**src/rtl/flow_key_hasher.sv**
```systemverilog
`default_nettype none
// ============================================================================
// Module   : flow_key_hasher
// Brief    : Captures parsed flow keys, queues them, computes CRC-16-CCITT and
//            CRC-16-IBM table indices and presents them to the flow table.
// Revision : 1.0
// ============================================================================
module flow_key_hasher #(
    parameter int KEY_WIDTH        = 264,
    parameter int FIFO_DEPTH_BITS  = 2,
    parameter int TABLE_ADDR_WIDTH = 10
) (
    input  logic                        clk,
    input  logic                        reset,
    input  logic [KEY_WIDTH-1:0]        header_bus,
    input  logic                        headers_valid,
    output logic                        lookup_req,
    output logic [KEY_WIDTH-1:0]        lookup_key,
    output logic [TABLE_ADDR_WIDTH-1:0] lookup_hash0,
    output logic [TABLE_ADDR_WIDTH-1:0] lookup_hash1,
    input  logic                        lookup_ack,
    output logic                        key_fifo_full,
    output logic [31:0]                 drop_count
);

    localparam int                     c_DEPTH     = 1 << FIFO_DEPTH_BITS;
    localparam logic [FIFO_DEPTH_BITS:0] c_DEPTH_CNT = (FIFO_DEPTH_BITS+1)'(c_DEPTH);
    localparam int                     c_NUM_WORDS = (KEY_WIDTH + 31) / 32;
    localparam int                     c_STREAM_W  = c_NUM_WORDS * 32;
    localparam int                     c_PAD_W     = c_STREAM_W - KEY_WIDTH;
    localparam logic [3:0]             c_LAST_WORD = 4'(c_NUM_WORDS - 1);
    localparam logic [15:0]            c_POLY0     = 16'h1021;
    localparam logic [15:0]            c_POLY1     = 16'h8005;
    localparam logic [15:0]            c_CRC_INIT  = 16'hFFFF;
    localparam logic [31:0]            c_DROP_MAX  = 32'hFFFF_FFFF;

    localparam logic [1:0] c_ST_IDLE = 2'd0;
    localparam logic [1:0] c_ST_HASH = 2'd1;
    localparam logic [1:0] c_ST_REQ  = 2'd2;

    // Non-reflected CRC-16 over one 32-bit word, MSB first, no final XOR.
    function automatic logic [15:0] f_crc_fold(
        input logic [15:0] crc_in,
        input logic [31:0] word,
        input logic [15:0] poly
    );
        logic [15:0] crc;
        logic        fb;
        crc = crc_in;
        for (int i = 31; i >= 0; i--) begin
            fb  = crc[15] ^ word[i];
            crc = {crc[14:0], 1'b0};
            if (fb) begin
                crc = crc ^ poly;
            end
        end
        return crc;
    endfunction

    logic                         r_hv_prev;
    logic                         w_capture;
    logic                         w_fifo_full;
    logic                         w_push;
    logic                         w_drop;
    logic                         w_pop;

    logic [KEY_WIDTH-1:0]         r_mem [c_DEPTH];
    logic [FIFO_DEPTH_BITS-1:0]   r_wr_ptr;
    logic [FIFO_DEPTH_BITS-1:0]   r_rd_ptr;
    logic [FIFO_DEPTH_BITS:0]     r_count;
    logic [FIFO_DEPTH_BITS:0]     w_count_nxt;
    logic                         r_key_fifo_full;
    logic [31:0]                  r_drop_count;

    logic [1:0]                   r_state;
    logic [1:0]                   w_state_nxt;
    logic [KEY_WIDTH-1:0]         r_key;
    logic [15:0]                  r_crc0;
    logic [15:0]                  r_crc1;
    logic [3:0]                   r_word_idx;
    logic [c_STREAM_W-1:0]        w_stream;
    logic [31:0]                  w_word;
    logic [15:0]                  w_crc0_nxt;
    logic [15:0]                  w_crc1_nxt;
    logic                         w_last_word;

    logic [KEY_WIDTH-1:0]         r_lookup_key;
    logic [TABLE_ADDR_WIDTH-1:0]  r_lookup_hash0;
    logic [TABLE_ADDR_WIDTH-1:0]  r_lookup_hash1;

    // Capture and FIFO control; a push while full is dropped even if a pop frees a slot.
    assign w_capture   = headers_valid & ~r_hv_prev;
    assign w_fifo_full = (r_count == c_DEPTH_CNT);
    assign w_push      = w_capture & ~w_fifo_full;
    assign w_drop      = w_capture & w_fifo_full;
    assign w_pop       = (r_state == c_ST_IDLE) && (r_count != '0);

    always_comb begin
        w_count_nxt = r_count;
        case ({w_push, w_pop})
            2'b10:   w_count_nxt = r_count + 1'b1;
            2'b01:   w_count_nxt = r_count - 1'b1;
            default: w_count_nxt = r_count;
        endcase
    end

    always_ff @(posedge clk) begin
        if (reset) begin
            r_hv_prev       <= 1'b0;
            r_wr_ptr        <= '0;
            r_rd_ptr        <= '0;
            r_count         <= '0;
            r_key_fifo_full <= 1'b0;
            r_drop_count    <= '0;
        end else begin
            r_hv_prev       <= headers_valid;
            r_count         <= w_count_nxt;
            r_key_fifo_full <= (w_count_nxt == c_DEPTH_CNT);
            if (w_push) begin
                r_wr_ptr <= r_wr_ptr + 1'b1;
            end
            if (w_pop) begin
                r_rd_ptr <= r_rd_ptr + 1'b1;
            end
            if (w_drop && (r_drop_count != c_DROP_MAX)) begin
                r_drop_count <= r_drop_count + 32'd1;
            end
        end
    end

    always_ff @(posedge clk) begin
        if (w_push) begin
            r_mem[r_wr_ptr] <= header_bus;
        end
    end

    // Key stream is MSB-first words, the last one zero-padded at the bottom.
    assign w_stream = c_STREAM_W'(r_key) << c_PAD_W;

    always_comb begin
        w_word = '0;
        for (int k = 0; k < c_NUM_WORDS; k++) begin
            if (r_word_idx == 4'(k)) begin
                w_word = w_stream[c_STREAM_W-1-32*k -: 32];
            end
        end
    end

    assign w_crc0_nxt  = f_crc_fold(r_crc0, w_word, c_POLY0);
    assign w_crc1_nxt  = f_crc_fold(r_crc1, w_word, c_POLY1);
    assign w_last_word = (r_word_idx == c_LAST_WORD);

    always_ff @(posedge clk) begin
        if (reset) begin
            r_state <= c_ST_IDLE;
        end else begin
            r_state <= w_state_nxt;
        end
    end

    always_comb begin
        w_state_nxt = r_state;
        case (r_state)
            c_ST_IDLE: if (w_pop)       w_state_nxt = c_ST_HASH;
            c_ST_HASH: if (w_last_word) w_state_nxt = c_ST_REQ;
            c_ST_REQ:  if (lookup_ack)  w_state_nxt = c_ST_IDLE;
            default:                    w_state_nxt = c_ST_IDLE;
        endcase
    end

    always_ff @(posedge clk) begin
        if (reset) begin
            r_key          <= '0;
            r_crc0         <= '0;
            r_crc1         <= '0;
            r_word_idx     <= '0;
            r_lookup_key   <= '0;
            r_lookup_hash0 <= '0;
            r_lookup_hash1 <= '0;
        end else begin
            if (w_pop) begin
                r_key      <= r_mem[r_rd_ptr];
                r_crc0     <= c_CRC_INIT;
                r_crc1     <= c_CRC_INIT;
                r_word_idx <= '0;
            end else if (r_state == c_ST_HASH) begin
                r_crc0     <= w_crc0_nxt;
                r_crc1     <= w_crc1_nxt;
                r_word_idx <= r_word_idx + 4'd1;
                if (w_last_word) begin
                    r_lookup_key   <= r_key;
                    r_lookup_hash0 <= w_crc0_nxt[TABLE_ADDR_WIDTH-1:0];
                    r_lookup_hash1 <= w_crc1_nxt[TABLE_ADDR_WIDTH-1:0];
                end
            end
        end
    end

    always_comb begin
        lookup_req    = (r_state == c_ST_REQ);
        lookup_key    = r_lookup_key;
        lookup_hash0  = r_lookup_hash0;
        lookup_hash1  = r_lookup_hash1;
        key_fifo_full = r_key_fifo_full;
        drop_count    = r_drop_count;
    end

endmodule
`default_nettype wire

```
**config.mk**
```make
export PLATFORM = sky130hd
export DESIGN_NAME = flow_key_hasher
export DESIGN_NICKNAME = d
export VERILOG_FILES = /design/src/rtl/flow_key_hasher.sv
export SDC_FILE = /design/constraint.sdc
export NUM_CORES = 2
export LEC_CHECK = 0
export CORE_MARGIN = 8
export CORE_UTILIZATION = 35
export CTS_CLUSTER_DIAMETER = 60
export DETAILED_ROUTE_END_ITERATION = 10
export SYNTH_ARGS = -nofsm -noshare
export SYNTH_HDL_FRONTEND = slang
export SYNTH_SLANG_ARGS = --single-unit
```
**constraint.sdc**
```tcl
create_clock -name clk -period 9.3 [get_ports clk]
set_input_delay 1.86 -clock clk [delete_from_list [all_inputs] [get_ports clk]]
set_output_delay 1.86 -clock clk [all_outputs]
set_load 0.02 [all_outputs]
```
# Yosys cells after proc, flatten, opt, wreduce, memory -nomap -nowiden
# Memories as Yosys holds them, arrays and structs flattened. A register that Yosys moved wholly into a read port is not among the register bits.
# Index checks and enable logic that the tools add are counted.
# totals
n_memories,1
out_inout_bits,318
input_bits,268
register_bits,363
rom_bits,0
elab_cells,265
ramBits,1056
latchBits,0
# mem_list
memory,words,width,rd,rd_ports_with_merged_regs,write_ports,line,source
r_mem,4,264,1,1,1,67,logic [KEY_WIDTH-1:0] r_mem [c_DEPTH];
# op_classes
n_mul,0
n_mux,84
shifts,0
n_addsub,6
n_reduce_logical,9
bitwise_logic,134
magnitude_cmp,0
n_eq_ne,18
div,0
# op_table
cell,n
two-way mux 16 bit,36
two-way mux 13 bit,32
two-way mux 32 bit,9
NOT 3 bit,64
XOR 1 bit,64
adder 32 x 1 -> 32 bit (second input constant),1
!= test 32 bit (second input constant),1
== test 4 x 3 -> 1 bit (second input constant),4
== test 4 x 2 -> 1 bit (second input constant),2
== test 3 bit (second input constant),2
two-way mux 2 bit,3
one-hot mux 2 bit (3 select lines),1
one-hot mux 3 bit (2 select lines),1
AND reduction 3 bit,2
adder 2 x 1 -> 2 bit (second input constant),2
adder 4 x 1 -> 4 bit (second input constant),1
== test 2 x 1 -> 1 bit (second input constant),2
== test 2 bit (second input constant),2
== test 4 x 1 -> 1 bit (second input constant),1
== test 4 bit (second input constant),1
zero test 4 bit,1
!= test 2 bit (second input constant),2
adder 3 x 1 -> 3 bit (second input constant),1
AND 1 bit,3
other kinds (9),13

# Depth between registers and ports, before layout
# depth
word_depth,76
depth_mapped,18
mapped_depth_nobuf,13

# Worst setup path before layout
# No wires, ideal clock.
# synth_path
kind,in2reg
from,in headers_valid
to,"mem r_mem[1][0], enable pin"
required_ps,8641
arrival_time_ps,8430
stages,3
n_path_buf,0
setup_slack_ps,211
cell_sequence,nor2b_1 a21boi_1 and2_1
# synth_between
elab_chain_cells,4
# synth_lines
item,line,source
start: declaration,16,"input logic headers_valid,"
AND 1 bit,92,assign w_capture = headers_valid & ~r_hv_prev;
AND 1 bit,94,assign w_push = w_capture & ~w_fifo_full;
two-way mux 1 bit,132,if (w_push) begin
two-way mux 1 bit (not written as such),133,r_mem[r_wr_ptr] <= header_bus;
end: declaration,67,
# Every way passes these cells.

# Worst setup path after layout
# layout_path
from,reg r_word_idx[0]
to,reg r_crc0[12]
# layout_between
elab_chain_cells,44
elab_cells_between_ends,87
# layout_lines
item,line,source
start: declaration,80,logic [3:0] r_word_idx;
start signal: assignment,189,r_word_idx <= r_word_idx + 4'd1;
zero test 4 bit,143,if (r_word_idx == 4'(k)) begin
two-way mux 32 bit (8 in a row),143,
two-way mux 32 bit (*),143,
XOR 1 bit,51,fb = crc[15] ^ word[i];
two-way mux 13 bit (5 in a row),53,if (fb) begin
NOT 3 bit (no line),-,
two-way mux 13 bit (7 in a row),53,
NOT 3 bit (no line),-,
two-way mux 13 bit,53,
XOR 1 bit,51,
two-way mux 13 bit (5 in a row),53,
NOT 3 bit (no line),-,
two-way mux 13 bit (7 in a row),53,
NOT 3 bit (no line),-,
two-way mux 13 bit (*),53,
two-way mux 16 bit (*),186,end else if (r_state == c_ST_HASH) begin
two-way mux 16 bit (*),181,if (w_pop) begin
end signal: assignment,183,r_crc0 <= c_CRC_INIT;
end signal: assignment,187,r_crc0 <= w_crc0_nxt;
end: declaration,78,logic [15:0] r_crc0;
# Mark *: on every way between the ends. The rest lies on a longest branch, timed or not. The select of a mux whose other input is x is not followed.
# A chain may end at the register's enable or synchronous reset.

==> reports/qor.csv <==
stage,metric,value,unit
synthesis,synth.yosys.warnings,0,
floorplanning,coreArea,0.185,sq mm
synthesis,ys_seq_elements,1683,
layout,ff_latch_area,0.0443,sq mm
power_and_ir_drop,ir_drop,645,uV
synthesis,yosysSeqAreaShare,68.3,%
synthesis,synth-async-reset-ratio,0,%
routing,vias,41400,
timing,period_share,57.6,%
synthesis,syn_avg_cell_area,13.6,sq um
clock_tree,numClockSinks,1683,
floorplanning,num_rows,158,
timing,tns,0,ns
routing,drc,0,
floorplanning,die_area,0.199,sq mm
place,portBuffers,585,
clock_tree,cts_buffer_depth,3,
setup_path,rrSetupSlack,3.94,ns
synthesis,syn_nets,5046,
global_routing,grt_pass1_wl,310000,um
setup_path,crit_start,r_word_idx[0]$_SDFFE_PP0P_,
clock_tree,cts_buffers,176,
synthesis,yosysTopAreaCell,edfxtp_1,
setup_path,cp_max_fo,87,
setup_path,cp-endpoint,r_crc0[12]$_SDFFE_PP0P_,
synthesis,synth_area,0.0648,sq mm
outcome,outcome,"finished, final reports clean",
global_routing,grt_pass1_vias,40600,
floorplanning,start_util,35.1,%
timing,drv_slew,0,
setup_path,r2r-end,r_crc0[12]$_SDFFE_PP0P_,
synthesis,synth_common_cells,"1153 x nand2_1, 1056 x edfxtp_1, 638 x a21oi_1, 627 x dfxtp_1, 264 x mux4_2",
timing,tightest_slew,1.21,ns
routing,routed_wl,224000,um
global_routing,grt_overflow,0,
layout,stdcell_area,0.0790,sq mm
timing,slew_headroom,19.5,%
synthesis,postSynthCellCount,4767,
timing,max_freq,0.187,GHz
timing,rsz0062_at_grt,no,
clock_tree,cts_resized,0,
run,drv_cap,0,
clock_tree,cts_root_buf,clkbuf_16,
global_routing,antenna_found_initial,78,
floorplanning,pin_count,586,
timing,final.setup_skew,0.0396,ns
clock_tree,post_cts.repair.setup_buffers,0,
power_and_ir_drop,power_density,364,mW/mm^2
layout,syn2layout_area_growth,22.0,%
routing,first_pass_iters,7,
routing,routedWlPerCell,28.3,um
synthesis,yosysMostFrequentCell,nand2_1,
clock_tree,clk-insertion-delay-late,0.83,ns
layout,nets,5530,
synthesis,synth_edf_count,1056,
floorplanning,fp.dieW,446,um
clock_tree,tritoncts,yes,
place,place_hpwl,154000,um
clock_tree,cts.reportedPaths.clkPinSlew,0.06,ns
power_and_ir_drop,p_leak,25.2,nW
setup_path,worstPathArrival,6.08,ns
timing,period_needed,5.36,ns
timing,layout_setup_ws,3.94,ns
setup_path,critPathLaunchType,flip-flop,
layout,fillers,17000,
layout,multi_input_area,0.0191,sq mm
place,dp_slack,4.00,ns
clock_tree,h-tree-depth,4,
hold_path,worstHoldPathType,reg2reg,
routing,drt_iter0_drc,3670,
setup_path,reg2reg_from,r_word_idx[0]$_SDFFE_PP0P_,
setup_path,reg2reg_depth,14,
synthesis,yosysTopAreaCellShare,48.9,%
global_routing,grt_max_degree,206,
setup_path,cp_data_required_time,10.02,ns
timing,finalHoldViolCount,0,
floorplanning,dieHeight,446,um
hold_path,hold_path_startpoint,lookup_key[163]$_SDFFE_PP0P_,
setup_path,critPathKind,reg2reg,
routing,vias_per_cell,5.22,
global_routing,grtUsageTotal,21.7,%
routing,ant_nets,0,
synthesis,synth.distinct_cells,91,
clock_tree,cts-hold-fix-buffers,0,
synthesis,yosys-top-cells-area,"edfxtp_1 49%, dfxtp_1 19%, mux4_2 9.2%, nand2_1 6.7%, a21oi_1 4.9%",
layout,final_layout_size_suffix_gt1_share,12.1,%
place,finalWeightedCongestion,0.925,
setup_path,cp-end-kind,flip-flop,
timing,setup_viol,0,
synthesis,synth_ff_type,edfxtp_1,
place,postPlaceCellArea,0.0730,sq mm
-- power by group --
| part | switching (W) | internal (W) | total (W) | leakage [nW] |
|---|---|---|---|---|
| sequential | 0.00132 | 0.00885 | 0.0102 | 14.7 |
| combinational | 0.00604 | 0.00537 | 0.0114 | 7.55 |
| clock | 0.00302 | 0.00419 | 0.00722 | 2.93 |
-- worst max-delay path: stages (launching register included) --
cell,delay [ns]
dfxtp_1,0.40
inv_1,0.21
ha_4,0.15
buf_4,0.67
inv_2,0.57
or3_1,0.46
o2111ai_1,0.16
a21oi_2,0.20
xnor2_1,0.31
xor3_1,0.35
xnor3_1,0.44
xnor3_1,0.43
xnor3_1,0.46
xnor2_1,0.14
a211oi_1,0.23
-- through the flow --
stage | hold slack, ns | total power, W | cells | utilization, %
3_5_place_dp | 0.446 | 0.0218 | 7553 | 39.5
2_1_floorplan | 0.440 | 0.0185 | 4767 | -
5_1_grt | 0.477 | 0.0301 | 7904 | 42.8
3_3_place_gp | 0.442 | 0.0217 | 7553 | 39.5
4_1_cts | 0.454 | 0.0290 | 7886 | 42.8
6_report | 0.453 | 0.0288 | 7927 | 42.8
-- how the worst min path moves through the flow --
stage,slack [ns],cells past startpoint,to
6_report,0.45,2,lookup_key[163]$_SDFFE_PP0P_
5_1_grt,0.48,2,lookup_key[163]$_SDFFE_PP0P_
4_1_cts,0.45,2,lookup_key[160]$_SDFFE_PP0P_
3_5_place_dp,0.45,2,lookup_key[160]$_SDFFE_PP0P_
3_3_place_gp,0.44,2,lookup_key[256]$_SDFFE_PP0P_
2_1_floorplan,0.44,2,lookup_key[167]$_SDFFE_PP0P_
-- state kept, by name (all words and copies together), names as in the netlist --
name / flops
r_mem: 1056
lookup_key: 264
r_key: 264
drop_count: 32
r_crc0: 16
r_crc1: 16
lookup_hash0: 10
lookup_hash1: 10
r_word_idx: 4
r_count: 3
r_rd_ptr: 2
r_state: 2
r_wr_ptr: 2
key_fifo_full: 1
r_hv_prev: 1
-- logic make-up (layout without fill, tap and decap cells) --
group                      after synthesis  in the layout  share of synthesized area (%)
AOI/OAI and AO/OA                      848            848                           7.51
xor gates and xnor gates               194            194                           3.55
adders and majority gates               11             11                          0.224
buffers and inverters                  349            988                           2.34
DFF                                   1683           1683                           68.3
muxes                                  266            266                           9.20
other                                    0             41                              0
and+or+nand+nor                       1416           1416                           8.88
-- per-layer routing --
layer	vias up	GRT usage (%)	wire length (um)
met5	-	0	268
met4	40	12.9	14900
met3	454	5.10	14100
met2	1323	35.7	108000
met1	21200	25.8	86400
li1	18400	-	-
-- final cells by class --
| cell class | count | area share (%) |
|---|---|---|
| clock inverter | 90 | 1.38 |
| sequential | 1683 | 56.0 |
| inverter | 28 | 0.142 |
| clock buffer | 243 | 6.18 |
| timing repair buffer | 627 | 8.05 |
| tap | 2480 | 3.93 |
| antenna | 41 | 0.130 |
| multi-input combinational | 2735 | 24.2 |
-- placed cells by master, fill, tap and decap left out, types with 27 or more instances in the layout --
cell,n
a211oi_1,44
a21oi_1,638
buf_4,27
clkbuf_1,44
clkbuf_16,176
clkdlybuf4s50_1,584
clkinv_2,30
dfxtp_1,624
diode_2,41
edfxtp_1,1056
mux4_2,264
nand2_1,1152
nor2_1,90
nor3_1,50
o21ai_0,34
xnor2_1,96
xor2_1,49
No activity file was read; power rests on OpenSTA's default activity.
==> RTL edit: new RTL, same settings <==
`FIFO_DEPTH_BITS`: 2 -> 1.
--- a/src/rtl/flow_key_hasher.sv
+++ b/src/rtl/flow_key_hasher.sv
@@ -7,7 +7,7 @@
 // ============================================================================
 module flow_key_hasher #(
     parameter int KEY_WIDTH        = 264,
-    parameter int FIFO_DEPTH_BITS  = 2,
+    parameter int FIFO_DEPTH_BITS  = 1,
     parameter int TABLE_ADDR_WIDTH = 10
 ) (
     input  logic                        clk,
Check against the original RTL: not settled (the Yosys comparison gave no result); the edit may change what the design does.
==> RTL edit against the unedited design <==
Synthesized area down 30%. Setup slack got worse by 0.14 ns. Sequential power is 27% lower. Largest power group unchanged. Synthesized cell count shrank 17%. Critical endpoint unchanged. Routed wire length down 28%. Cell area is 28% lower. Clock power decreased by 31%. Total power down 16%. Clock skew fell by 0.0042 ns. Non-clock buffer count is 10 lower. First-iteration DRC count decreased by 28%. Sequential cell count is 531 lower.
==> RTL edit: results (changes against the unedited design) <==
| Metric | Value |
|---|---|
| Status | completed |
| Number of global-route vias before repair | 31,200 (-23%) |
| Arrival time worst endpoint | 6.16 ns (+0.08 ns) |
| Worst skew pair latency | 0.77 ns (-0.06 ns) |
| Worst Reg2Reg Path Length in Cells | 13 (-1) |
| First-pass GRT wire length | 227,000 um (-27%) |
| Top post-synthesis cells by area | edfxtp_1, dfxtp_1, mux2i_1 |
| Post-detail-place hpwl | 116,000 um (-25%) |
| Drt first-iter violations | 2,649 (-28%) |
| CTS Buf Count | 131 (-26%) |
| Hold Crit Endpoint | lookup_key[195] |
| Placed Area | 0.0523 mm2 (-28%) |
| All-Layer GR Usage | 22.0% (+0.36 points) |
| FF-to-FF setup slack | 3.81 ns (-0.14 ns) |
| Final GP Congestion | 0.897 (-3.0%) |
| Post-synth EDFFs | 528 (-50%) |
| Worst hold start | lookup_key[195] |
| Pin count of the biggest net entering global routing | 194 (-5.8%) |
| Via count | 32,400 (-22%) |
| DR pass1 iterations | 5 (-2) |
| Post-synthesis sequential area ratio | 62.7% (-5.6 points) |
| Net Count, Synth | 4,216 (-16%) |
| Leak | 18.5 nW (-27%) |
| Final nets | 4,671 (-16%) |
| Commonest cells in the netlist | dfxtp_1, nand2_1, edfxtp_1 |
| VDD IR-drop max | 1120 uV (+73%) |
## RTL edit: area by class of cell
class	instances	area [um2]
sequential	1152	28400
fill	12000	72300
antenna	8	20.0
inverter	25	93.8
clock buffer	187	3690
timing repair buffer	617	6200
clock inverter	54	514
tap	1675	2100
multi-input combinational	2470	15600
## RTL edit: through the flow
step | hold slack (ns) | setup WS, ns | total power, W
floorplan | 0.440 | 0.384 | 0.0162
global placement | 0.442 | 4.00 | 0.0191
detailed placement | 0.446 | 3.95 | 0.0192
CTS | 0.453 | 3.92 | 0.0242
global route | 0.468 | 3.59 | 0.0252
finish | 0.453 | 3.81 | 0.0241
## RTL edit: cells by family (layout without fill, tap and decap cells)
family	count (synthesis)	in the layout	synth area share (%)
compound gates	833	833	12.2
xor+xnor	194	194	5.11
fa+ha+maj	6	6	0.166
buf+inv	320	883	3.09
flops	1152	1152	62.7
mux	269	269	5.98
other cells	0	8	0
simple gates	1168	1168	10.7
## RTL edit: power groups by stage
stage,registers [W],logic [W],clock network [W]
floorplan,0.00673,0.00946,0
global placement,0.00756,0.0115,0
detailed placement,0.00756,0.0116,0
CTS,0.00746,0.0117,0.00512
global route,0.00750,0.0124,0.00533
finish,0.00748,0.0116,0.00501
## RTL edit: critical path, stage by stage, from the launching register on
cell      delay, ns
dfxtp_1        0.51
ha_4           0.18
buf_4          0.66
clkinv_1       0.89
o21a_1         0.33
o21ai_1        0.21
a31oi_4        0.13
xnor2_1        0.35
xnor2_2        0.20
xor3_2         0.56
xnor2_2        0.34
xnor3_2        0.58
xnor2_1        0.17
a211oi_1       0.24
## RTL edit: metal layers
metal,up-vias,wire (um),global-route usage (%)
met4,16,8420,11.1
met2,1079,76600,35.8
met3,295,9350,5.07
met5,-,99,0
met1,16000,67200,27.5
li1,15000,-,-
